$ cat src/rtl/uart_cfg_core.sv
// -----------------------------------------------------------------------------
// uart_cfg_core
// Parametrised full-duplex UART core. The frame is a start bit (0), then
// DATA_WIDTH data bits LSB first, then an optional parity bit, then STOP_BITS
// stop bits (1). The receiver oversamples the line and rejects short glitches.
// It reports parity and framing errors together with a one-cycle rx_valid.
//
// Parameters
//   CLK_FREQ    system clock in Hz
//   BAUD_RATE   line rate in bit/s
//   DATA_WIDTH  data bits per frame (5..9)
//   PARITY      0 = none, 1 = odd, 2 = even
//   STOP_BITS   1 or 2
//   OVERSAMPLE  RX samples per bit (even, >= 4)
//
// Ports
//   clk            system clock
//   rst            synchronous reset, active-high
//   start          TX request, only looked at while TX is idle
//   tx_data_in     TX payload, captured on the accepted start cycle
//   tx             serial output, idles high
//   tx_active      high while a TX frame is in progress
//   done_tx        one-cycle pulse at the end of the last stop bit
//   rx             serial input, asynchronous to clk
//   rx_data_out    last received payload, held until the next rx_valid
//   rx_valid       one-cycle pulse when a frame completes
//   rx_parity_err  parity mismatch for the frame, updated with rx_valid
//   rx_frame_err   a stop bit was sampled low, updated with rx_valid
//
// TX states
//   state      | meaning
//   TX_IDLE    | line high, waiting for start
//   TX_START   | driving the start bit
//   TX_DATA    | driving data bits, LSB first
//   TX_PARITY  | driving the parity bit
//   TX_STOP    | driving stop bit(s)
//
// RX states
//   state         | meaning
//   RX_IDLE       | waiting for a high-to-low transition
//   RX_START      | half a bit in, confirming the start bit
//   RX_DATA       | sampling data bits mid-bit
//   RX_PARITY     | sampling the parity bit
//   RX_STOP       | sampling stop bit(s), then reporting the frame
//   RX_WAIT_IDLE  | break seen, waiting for the line to go high again
// -----------------------------------------------------------------------------
module uart_cfg_core #(
    parameter int CLK_FREQ   = 50000000,
    parameter int BAUD_RATE  = 19200,
    parameter int DATA_WIDTH = 8,
    parameter int PARITY     = 0,
    parameter int STOP_BITS  = 1,
    parameter int OVERSAMPLE = 16
) (
    input  logic                  clk,
    input  logic                  rst,
    input  logic                  start,
    input  logic [DATA_WIDTH-1:0] tx_data_in,
    output logic                  tx,
    output logic                  tx_active,
    output logic                  done_tx,
    input  logic                  rx,
    output logic [DATA_WIDTH-1:0] rx_data_out,
    output logic                  rx_valid,
    output logic                  rx_parity_err,
    output logic                  rx_frame_err
);

    localparam int OS_DIV_RAW = CLK_FREQ / (BAUD_RATE * OVERSAMPLE);
    localparam int OS_DIV     = (OS_DIV_RAW < 1) ? 1 : OS_DIV_RAW;
    localparam int BIT_CLKS   = OS_DIV * OVERSAMPLE;
    localparam int OSD_W      = (OS_DIV > 1) ? $clog2(OS_DIV) : 1;
    localparam int TXC_W      = $clog2(BIT_CLKS);
    localparam int RXC_W      = $clog2(OVERSAMPLE);
    localparam int IDX_W      = $clog2(DATA_WIDTH);

    localparam logic [OSD_W-1:0] OSD_LAST  = OSD_W'(OS_DIV - 1);
    localparam logic [TXC_W-1:0] TXC_LAST  = TXC_W'(BIT_CLKS - 1);
    localparam logic [RXC_W-1:0] RXC_HALF  = RXC_W'(OVERSAMPLE / 2 - 1);
    localparam logic [RXC_W-1:0] RXC_LAST  = RXC_W'(OVERSAMPLE - 1);
    localparam logic [IDX_W-1:0] IDX_LAST  = IDX_W'(DATA_WIDTH - 1);
    localparam logic             STOP_LAST = 1'(STOP_BITS - 1);

    typedef enum logic [2:0] {
        TX_IDLE,
        TX_START,
        TX_DATA,
        TX_PARITY,
        TX_STOP
    } tx_state_t;

    typedef enum logic [2:0] {
        RX_IDLE,
        RX_START,
        RX_DATA,
        RX_PARITY,
        RX_STOP,
        RX_WAIT_IDLE
    } rx_state_t;

    // ------------------------------------------------------------------
    // Oversample tick: one-cycle pulse every OS_DIV clocks (RX only)
    // ------------------------------------------------------------------
    logic [OSD_W-1:0] r_os_cnt;
    logic             r_os_tick;

    always_ff @(posedge clk) begin
        if (rst) begin
            r_os_cnt  <= '0;
            r_os_tick <= 1'b0;
        end else if (r_os_cnt == '0) begin
            r_os_cnt  <= OSD_LAST;
            r_os_tick <= 1'b1;
        end else begin
            r_os_cnt  <= r_os_cnt - OSD_W'(1);
            r_os_tick <= 1'b0;
        end
    end

    // ------------------------------------------------------------------
    // Transmitter
    // TX times bits with its own clock down-counter reloaded on acceptance,
    // so bit boundaries do not depend on the free-running os_tick phase.
    // ------------------------------------------------------------------
    tx_state_t             r_tx_state;
    logic [TXC_W-1:0]      r_tx_cnt;
    logic [IDX_W-1:0]      r_tx_idx;
    logic                  r_tx_stop_idx;
    logic [DATA_WIDTH-1:0] r_tx_shift;
    logic                  r_tx_par;
    logic                  r_tx;
    logic                  r_tx_active;
    logic                  r_done_tx;

    always_ff @(posedge clk) begin
        if (rst) begin
            r_tx_state    <= TX_IDLE;
            r_tx_cnt      <= '0;
            r_tx_idx      <= '0;
            r_tx_stop_idx <= 1'b0;
            r_tx_shift    <= '0;
            r_tx_par      <= 1'b0;
            r_tx          <= 1'b1;
            r_tx_active   <= 1'b0;
            r_done_tx     <= 1'b0;
        end else begin
            r_done_tx <= 1'b0;
            if (r_tx_state == TX_IDLE) begin
                if (start) begin
                    r_tx_shift  <= tx_data_in;
                    r_tx_par    <= (PARITY == 1) ? ~^tx_data_in : ^tx_data_in;
                    r_tx_cnt    <= TXC_LAST;
                    r_tx        <= 1'b0;
                    r_tx_active <= 1'b1;
                    r_tx_state  <= TX_START;
                end
            end else if (r_tx_cnt != '0) begin
                r_tx_cnt <= r_tx_cnt - TXC_W'(1);
            end else begin
                // End of the current bit: set up the next one.
                r_tx_cnt <= TXC_LAST;
                case (r_tx_state)
                    TX_START: begin
                        r_tx       <= r_tx_shift[0];
                        r_tx_shift <= {1'b0, r_tx_shift[DATA_WIDTH-1:1]};
                        r_tx_idx   <= '0;
                        r_tx_state <= TX_DATA;
                    end
                    TX_DATA: begin
                        if (r_tx_idx == IDX_LAST) begin
                            if (PARITY != 0) begin
                                r_tx       <= r_tx_par;
                                r_tx_state <= TX_PARITY;
                            end else begin
                                r_tx          <= 1'b1;
                                r_tx_stop_idx <= 1'b0;
                                r_tx_state    <= TX_STOP;
                            end
                        end else begin
                            r_tx       <= r_tx_shift[0];
                            r_tx_shift <= {1'b0, r_tx_shift[DATA_WIDTH-1:1]};
                            r_tx_idx   <= r_tx_idx + IDX_W'(1);
                        end
                    end
                    TX_PARITY: begin
                        r_tx          <= 1'b1;
                        r_tx_stop_idx <= 1'b0;
                        r_tx_state    <= TX_STOP;
                    end
                    TX_STOP: begin
                        if (r_tx_stop_idx == STOP_LAST) begin
                            r_tx_active <= 1'b0;
                            r_done_tx   <= 1'b1;
                            r_tx_state  <= TX_IDLE;
                        end else begin
                            r_tx_stop_idx <= 1'b1;
                        end
                    end
                    default: begin
                        r_tx        <= 1'b1;
                        r_tx_active <= 1'b0;
                        r_tx_state  <= TX_IDLE;
                    end
                endcase
            end
        end
    end

    // ------------------------------------------------------------------
    // Receiver front end: 2-flop synchroniser plus one delayed copy used
    // for falling-edge detection. The flops reset high so that reset
    // release does not look like a start edge.
    // ------------------------------------------------------------------
    logic r_rx_s1;
    logic r_rx_s2;
    logic r_rx_prev;
    logic w_rx;

    always_ff @(posedge clk) begin
        if (rst) begin
            r_rx_s1   <= 1'b1;
            r_rx_s2   <= 1'b1;
            r_rx_prev <= 1'b1;
        end else begin
            r_rx_s1   <= rx;
            r_rx_s2   <= r_rx_s1;
            r_rx_prev <= r_rx_s2;
        end
    end

    assign w_rx = r_rx_s2;

    // ------------------------------------------------------------------
    // Receiver FSM
    // ------------------------------------------------------------------
    rx_state_t             r_rx_state;
    logic [RXC_W-1:0]      r_rx_cnt;
    logic [IDX_W-1:0]      r_rx_idx;
    logic                  r_rx_stop_idx;
    logic [DATA_WIDTH-1:0] r_rx_shift;
    logic                  r_rx_par_bit;
    logic                  r_rx_ferr_acc;
    logic [DATA_WIDTH-1:0] r_rx_data;
    logic                  r_rx_valid;
    logic                  r_rx_perr;
    logic                  r_rx_ferr;
    logic                  w_rx_par_exp;

    assign w_rx_par_exp = (PARITY == 1) ? ~^r_rx_shift : ^r_rx_shift;

    always_ff @(posedge clk) begin
        if (rst) begin
            r_rx_state    <= RX_IDLE;
            r_rx_cnt      <= '0;
            r_rx_idx      <= '0;
            r_rx_stop_idx <= 1'b0;
            r_rx_shift    <= '0;
            r_rx_par_bit  <= 1'b0;
            r_rx_ferr_acc <= 1'b0;
            r_rx_data     <= '0;
            r_rx_valid    <= 1'b0;
            r_rx_perr     <= 1'b0;
            r_rx_ferr     <= 1'b0;
        end else begin
            r_rx_valid <= 1'b0;
            case (r_rx_state)
                RX_IDLE: begin
                    if (r_rx_prev && !w_rx) begin
                        r_rx_cnt   <= RXC_HALF;
                        r_rx_state <= RX_START;
                    end
                end
                RX_WAIT_IDLE: begin
                    if (w_rx) begin
                        r_rx_state <= RX_IDLE;
                    end
                end
                default: begin
                    if (r_os_tick) begin
                        if (r_rx_cnt != '0) begin
                            r_rx_cnt <= r_rx_cnt - RXC_W'(1);
                        end else begin
                            // Sample point; the next one is a full bit later.
                            r_rx_cnt <= RXC_LAST;
                            case (r_rx_state)
                                RX_START: begin
                                    if (w_rx) begin
                                        r_rx_state <= RX_IDLE;
                                    end else begin
                                        r_rx_idx      <= '0;
                                        r_rx_ferr_acc <= 1'b0;
                                        r_rx_state    <= RX_DATA;
                                    end
                                end
                                RX_DATA: begin
                                    r_rx_shift <= {w_rx, r_rx_shift[DATA_WIDTH-1:1]};
                                    if (r_rx_idx == IDX_LAST) begin
                                        r_rx_stop_idx <= 1'b0;
                                        r_rx_state    <= (PARITY != 0) ? RX_PARITY : RX_STOP;
                                    end else begin
                                        r_rx_idx <= r_rx_idx + IDX_W'(1);
                                    end
                                end
                                RX_PARITY: begin
                                    r_rx_par_bit <= w_rx;
                                    r_rx_state   <= RX_STOP;
                                end
                                RX_STOP: begin
                                    if (r_rx_stop_idx == STOP_LAST) begin
                                        r_rx_data  <= r_rx_shift;
                                        r_rx_valid <= 1'b1;
                                        r_rx_perr  <= (PARITY != 0) && (r_rx_par_bit != w_rx_par_exp);
                                        r_rx_ferr  <= r_rx_ferr_acc | ~w_rx;
                                        // A low final stop bit is treated as a break.
                                        r_rx_state <= w_rx ? RX_IDLE : RX_WAIT_IDLE;
                                    end else begin
                                        if (!w_rx) begin
                                            r_rx_ferr_acc <= 1'b1;
                                        end
                                        r_rx_stop_idx <= 1'b1;
                                    end
                                end
                                default: begin
                                    r_rx_state <= RX_IDLE;
                                end
                            endcase
                        end
                    end
                end
            endcase
        end
    end

    assign tx            = r_tx;
    assign tx_active     = r_tx_active;
    assign done_tx       = r_done_tx;
    assign rx_data_out   = r_rx_data;
    assign rx_valid      = r_rx_valid;
    assign rx_parity_err = r_rx_perr;
    assign rx_frame_err  = r_rx_ferr;

endmodule

$ cat config.mk
export PLATFORM = sky130hd
export DESIGN_NAME = uart_cfg_core
export DESIGN_NICKNAME = d
export VERILOG_FILES = /design/src/rtl/uart_cfg_core.sv
export SDC_FILE = /design/constraint.sdc
export NUM_CORES = 1
export LEC_CHECK = 0
export BUFFER_PORTS_ARGS = -buffer_cell sky130_fd_sc_hd__buf_2
export CAP_MARGIN = 30
export CORE_ASPECT_RATIO = 0.75
export CORE_MARGIN = 4
export CORE_UTILIZATION = 53
export DETAILED_ROUTE_END_ITERATION = 7
export PLACE_DENSITY = 0.75
export SLEW_MARGIN = 20
export SYNTH_ARGS = -nofsm -noshare
export SYNTH_HDL_FRONTEND = slang
export SYNTH_SLANG_ARGS = --single-unit
$ cat constraint.sdc
create_clock -name clk -period 1.69 [get_ports clk]
set_input_delay 0.2535 -clock clk [delete_from_list [all_inputs] [get_ports clk]]
set_output_delay 0.2535 -clock clk [all_outputs]
set_load 0.01 [all_outputs]
==> summary.md <==
| Metric | Value |
|---|---|
| Clock Path Buffers | `2` |
| DIE WIDTH | `98.29 um` |
| Number of buffers inserted by port buffering | `24` |
| Violation count after the first detailed-route iteration | `129` |
| Most frequent cells after synthesis | `70 x sky130_fd_sc_hd__dfxtp_1, 58 x sky130_fd_sc_hd__nor2_1, 25 x sky130_fd_sc_hd__mux2i_1` |
| Number of clock sinks | `70` |
| TritonCTS clock tree | `yes` |
| Share of synthesized flip-flops with an asynchronous set or reset | `0%` |
| Peak supply drop | `762.9 uV` |
| Fraction of post-synthesis cell area in the top cell type by area | `43.24%` |
| Estimated wirelength of the detail-placed design | `5059 um` |
| Cell Count, Final, Fillers Out | `510` |
| Most common flop cell mapped by yosys | `sky130_fd_sc_hd__dfxtp_1` |
| Leading post-synthesis cells by cell area | `sky130_fd_sc_hd__dfxtp_1 43%, sky130_fd_sc_hd__mux2i_1 7.7%, sky130_fd_sc_hd__nor2_1 6.7%` |
| Final antenna-violating net count | `0` |
| CTS Root Buffer Type | `sky130_fd_sc_hd__clkbuf_8` |
| Routability congestion estimate from global placement | `0.9146` |
| Post-DR wirelength/cell | `14.14 um` |
| Cell occurring most often along the worst timing path | `sky130_fd_sc_hd__ha_4` |
| Post-synthesis instance area | `0.003241 mm2` |
| Data required time at the worst endpoint | `1960 ps` |
| Failing checks | `negative setup slack` |
| Clock slew seen by the registers of the worst setup and hold paths | `60 ps` |
| Deepest level of the CTS H-tree | `3` |
| Final hold slack | `96.19 ps` |
| Finish-stage setup viols | `10` |
| Number of max-capacitance violations reported | `0` |
| Total internal power | `0.003232 W` |
| Run status | `finished with violations` |
| Remaining Overflow, GRT | `0` |
| Initial antenna violation count | `0` |
| Per-cell via count in the routed design | `5.563` |
| Standard-cell row count | `24` |
| Wire length of the first global-routing pass | `11830 um` |
| Library cells used by synthesis | `64` |
| Sw power | `0.001629 W` |
| Met3 demand-to-capacity share in global routing | `6.221%` |
| Setup slack after placement | `-99.96 ps` |
| Busiest layer in global routing | `met2` |
| Post-synthesis register bit count | `70` |
| TritonCTS Buffers | `9` |
| Clock power frac | `24.0%` |
| Dominant cell type by area after synthesis | `sky130_fd_sc_hd__dfxtp_1` |
| Static Leak | `1.829 nW` |
| Final-report max-slew violation count | `0` |
| Most numerous cell in the Yosys netlist | `sky130_fd_sc_hd__dfxtp_1` |
| Final worst path period need | `1821 ps` |
| Maximum number of pins on one net before global-route repair | `23` |
| Number of remaining DRC errors | `0` |
| Fin Setup TNS | `-435.0 ps` |
| Unrepaired setup endpoints after global routing | `yes` |
| Routed wire length | `7210 um` |
| Clock latency on the worst-skew pair | `350 ps` |
| Router iterations before antenna repair | `4` |
| Vias in the first global route | `2567` |
| Count of antenna diodes in the layout | `0` |
| Final nets | `447` |
| Total power divided by cell area | `1177 mW/mm2` |
| Nets in the synthesized netlist | `386` |
| Post-Synthesis Mean Instance Area | `8.854 um2` |
| Slowest Stage Delay on Critical Path | `430 ps` |
| Total via count after detailed routing | `2837` |
| Worst Path Arrival | `2090 ps` |
| Combinational share of power | `33.6%` |
| Gate count of the mapped netlist | `366` |
| Full die area | `0.007443 mm2` |
| Startpoint-to-endpoint class of the critical path | `flip-flop to flip-flop` |
| Hold Vio Cnt, Final | `0` |
| Count of yosys warnings during synthesis | `0` |
| Largest fanout on the critical path | `6` |
| Sw Ratio | `33.51%` |
| Height of the chip | `75.72 um` |
| PnR worst setup slack | `-131.0 ps` |
| Number of placed cells counting well taps | `489` |
| Layout Skew | `11.66 ps` |
| Met2 Track Usage GR | `28.91%` |
| EDFF count, synth | `0` |
| Met1 routing resource usage after global routing | `27.48%` |
| CP Launch Type | `flip-flop` |
| Share of the core filled with cells | `70.56%` |
| Crit-path cells | `ha_4, ha_4, o21ai_2, or3b_4, or4_4, a21oi_2` |
| Layout overhead on the synthesized area | `27.49%` |
| Number of buffer and inverter instances along the worst setup path | `0` |
| Cell at the slowest stage of the critical path | `sky130_fd_sc_hd__or4_4` |
| Final cycle utilization of the critical path | `107.7%` |
| I/O pin total | `26` |
| Crit end category | `flip-flop` |
| Share of layout cells above drive strength 1 | `33.80%` |
| Starting utilization of the core area | `55.34%` |
| Proportion of synthesized chip area in sequential cells | `43.24%` |
| Proportion of power drawn by flip-flops and latches | `42.3%` |
| Area of the core | `0.005856 mm2` |
| Total routing resource utilization after global routing | `19.79%` |
| Largest delay contributor family on the critical path | `simple AND/OR/NAND/NOR gates` |
| Maximum frequency from static timing analysis | `0.5492 GHz` |
| Kind of path behind the tightest hold check | `input pin to flip-flop` |
## cells by family (layout without fill, tap and decap cells)
logic type / count (synthesis) / after routing / share of synthesized area, %
DFF: 70 / 70 / 43.24
AOI/OAI and AO/OA: 68 / 68 / 14.29
buffers and inverters: 36 / 102 / 4.865
and+or+nand+nor: 149 / 149 / 24.17
adders and majority gates: 8 / 8 / 3.089
xor gates and xnor gates: 8 / 8 / 2.162
muxes: 26 / 26 / 8.069
other: 1 / 1 / 0.1157
## power by group through the flow
stage               Sequential (W)  Combinational [W]  Clock, W
detailed placement         0.00208            0.00146         0
CTS                        0.00205            0.00150   0.00121
finish                     0.00206            0.00164   0.00117
floorplan                  0.00207           0.000987         0
global route               0.00209            0.00181   0.00126
global placement           0.00208            0.00141         0
## cell type report
type                       count  area, um2
fill                         444       1724
sequential                    70       1414
tap                           78      97.59
clock buffer                  11      141.4
clock inverter                 5      25.02
timing repair buffer          74      523.0
inverter                      12      45.04
multi-input combinational    260       1886
## through the flow
stage	power [W]	area [um2]
after floorplan	0.003053	3324
after global placement	0.003492	3771
after detailed placement	0.003539	3771
after CTS	0.004754	3970
after global routing	0.005162	4131
final	0.004861	4131
## state kept, by name, indices dropped and copies added (netlist names), 3 cells and up
| name | cells |
|---|---|
| r_rx_state | 3 |
| r_rx_idx | 3 |
| rx_data_out | 8 |
| r_rx_cnt | 4 |
| r_tx_shift | 8 |
| r_tx_state | 3 |
| r_tx_idx | 3 |
| r_os_cnt | 8 |
| r_rx_shift | 8 |
| r_tx_cnt | 12 |
## layout by cell type, fill, tap and decap left out, types with 6 or more instances in the layout
master / synthesis / layout
sky130_fd_sc_hd__a21oi_1: 22 / 16
sky130_fd_sc_hd__a21oi_2: 0 / 6
sky130_fd_sc_hd__buf_2: 6 / 24
sky130_fd_sc_hd__buf_4: 2 / 45
sky130_fd_sc_hd__clkbuf_8: 0 / 10
sky130_fd_sc_hd__dfxtp_1: 70 / 60
sky130_fd_sc_hd__dfxtp_2: 0 / 10
sky130_fd_sc_hd__ha_4: 0 / 6
sky130_fd_sc_hd__inv_1: 12 / 8
sky130_fd_sc_hd__mux2i_1: 25 / 25
sky130_fd_sc_hd__nand2_1: 22 / 21
sky130_fd_sc_hd__nand3_1: 9 / 8
sky130_fd_sc_hd__nor2_1: 58 / 56
sky130_fd_sc_hd__nor3_1: 11 / 10
sky130_fd_sc_hd__o21ai_0: 7 / 6
sky130_fd_sc_hd__or3_1: 11 / 11
sky130_fd_sc_hd__xor2_1: 6 / 6
## per-layer routing
layer	up-vias	routed length, um
li1	1429	-
met1	1329	3555
met2	70	3187
met3	9	379
met4	0	88
met5	-	0
## final timing paths
check | start | to | slack [ps] | cells after the start
min | rx | r_rx_s1 | 100 | 2
max reg2reg | r_tx_idx[0] | r_tx_idx[0] | -130 | 6
min reg2reg | r_rx_s1 | r_rx_s2 | 430 | 1
max | r_tx_idx[0] | r_tx_idx[0] | -130 | 6
## repair_timing
action | in CTS | in global routing
gates cloned | 0 | 0
setup buffers | 2 | 3
pin swaps | 10 | 9
hold buffers | 0 | 0
setup endpoints to repair | 12 | 52
resized for setup | 7 | 33
Power figures use the tool's default switching activity.
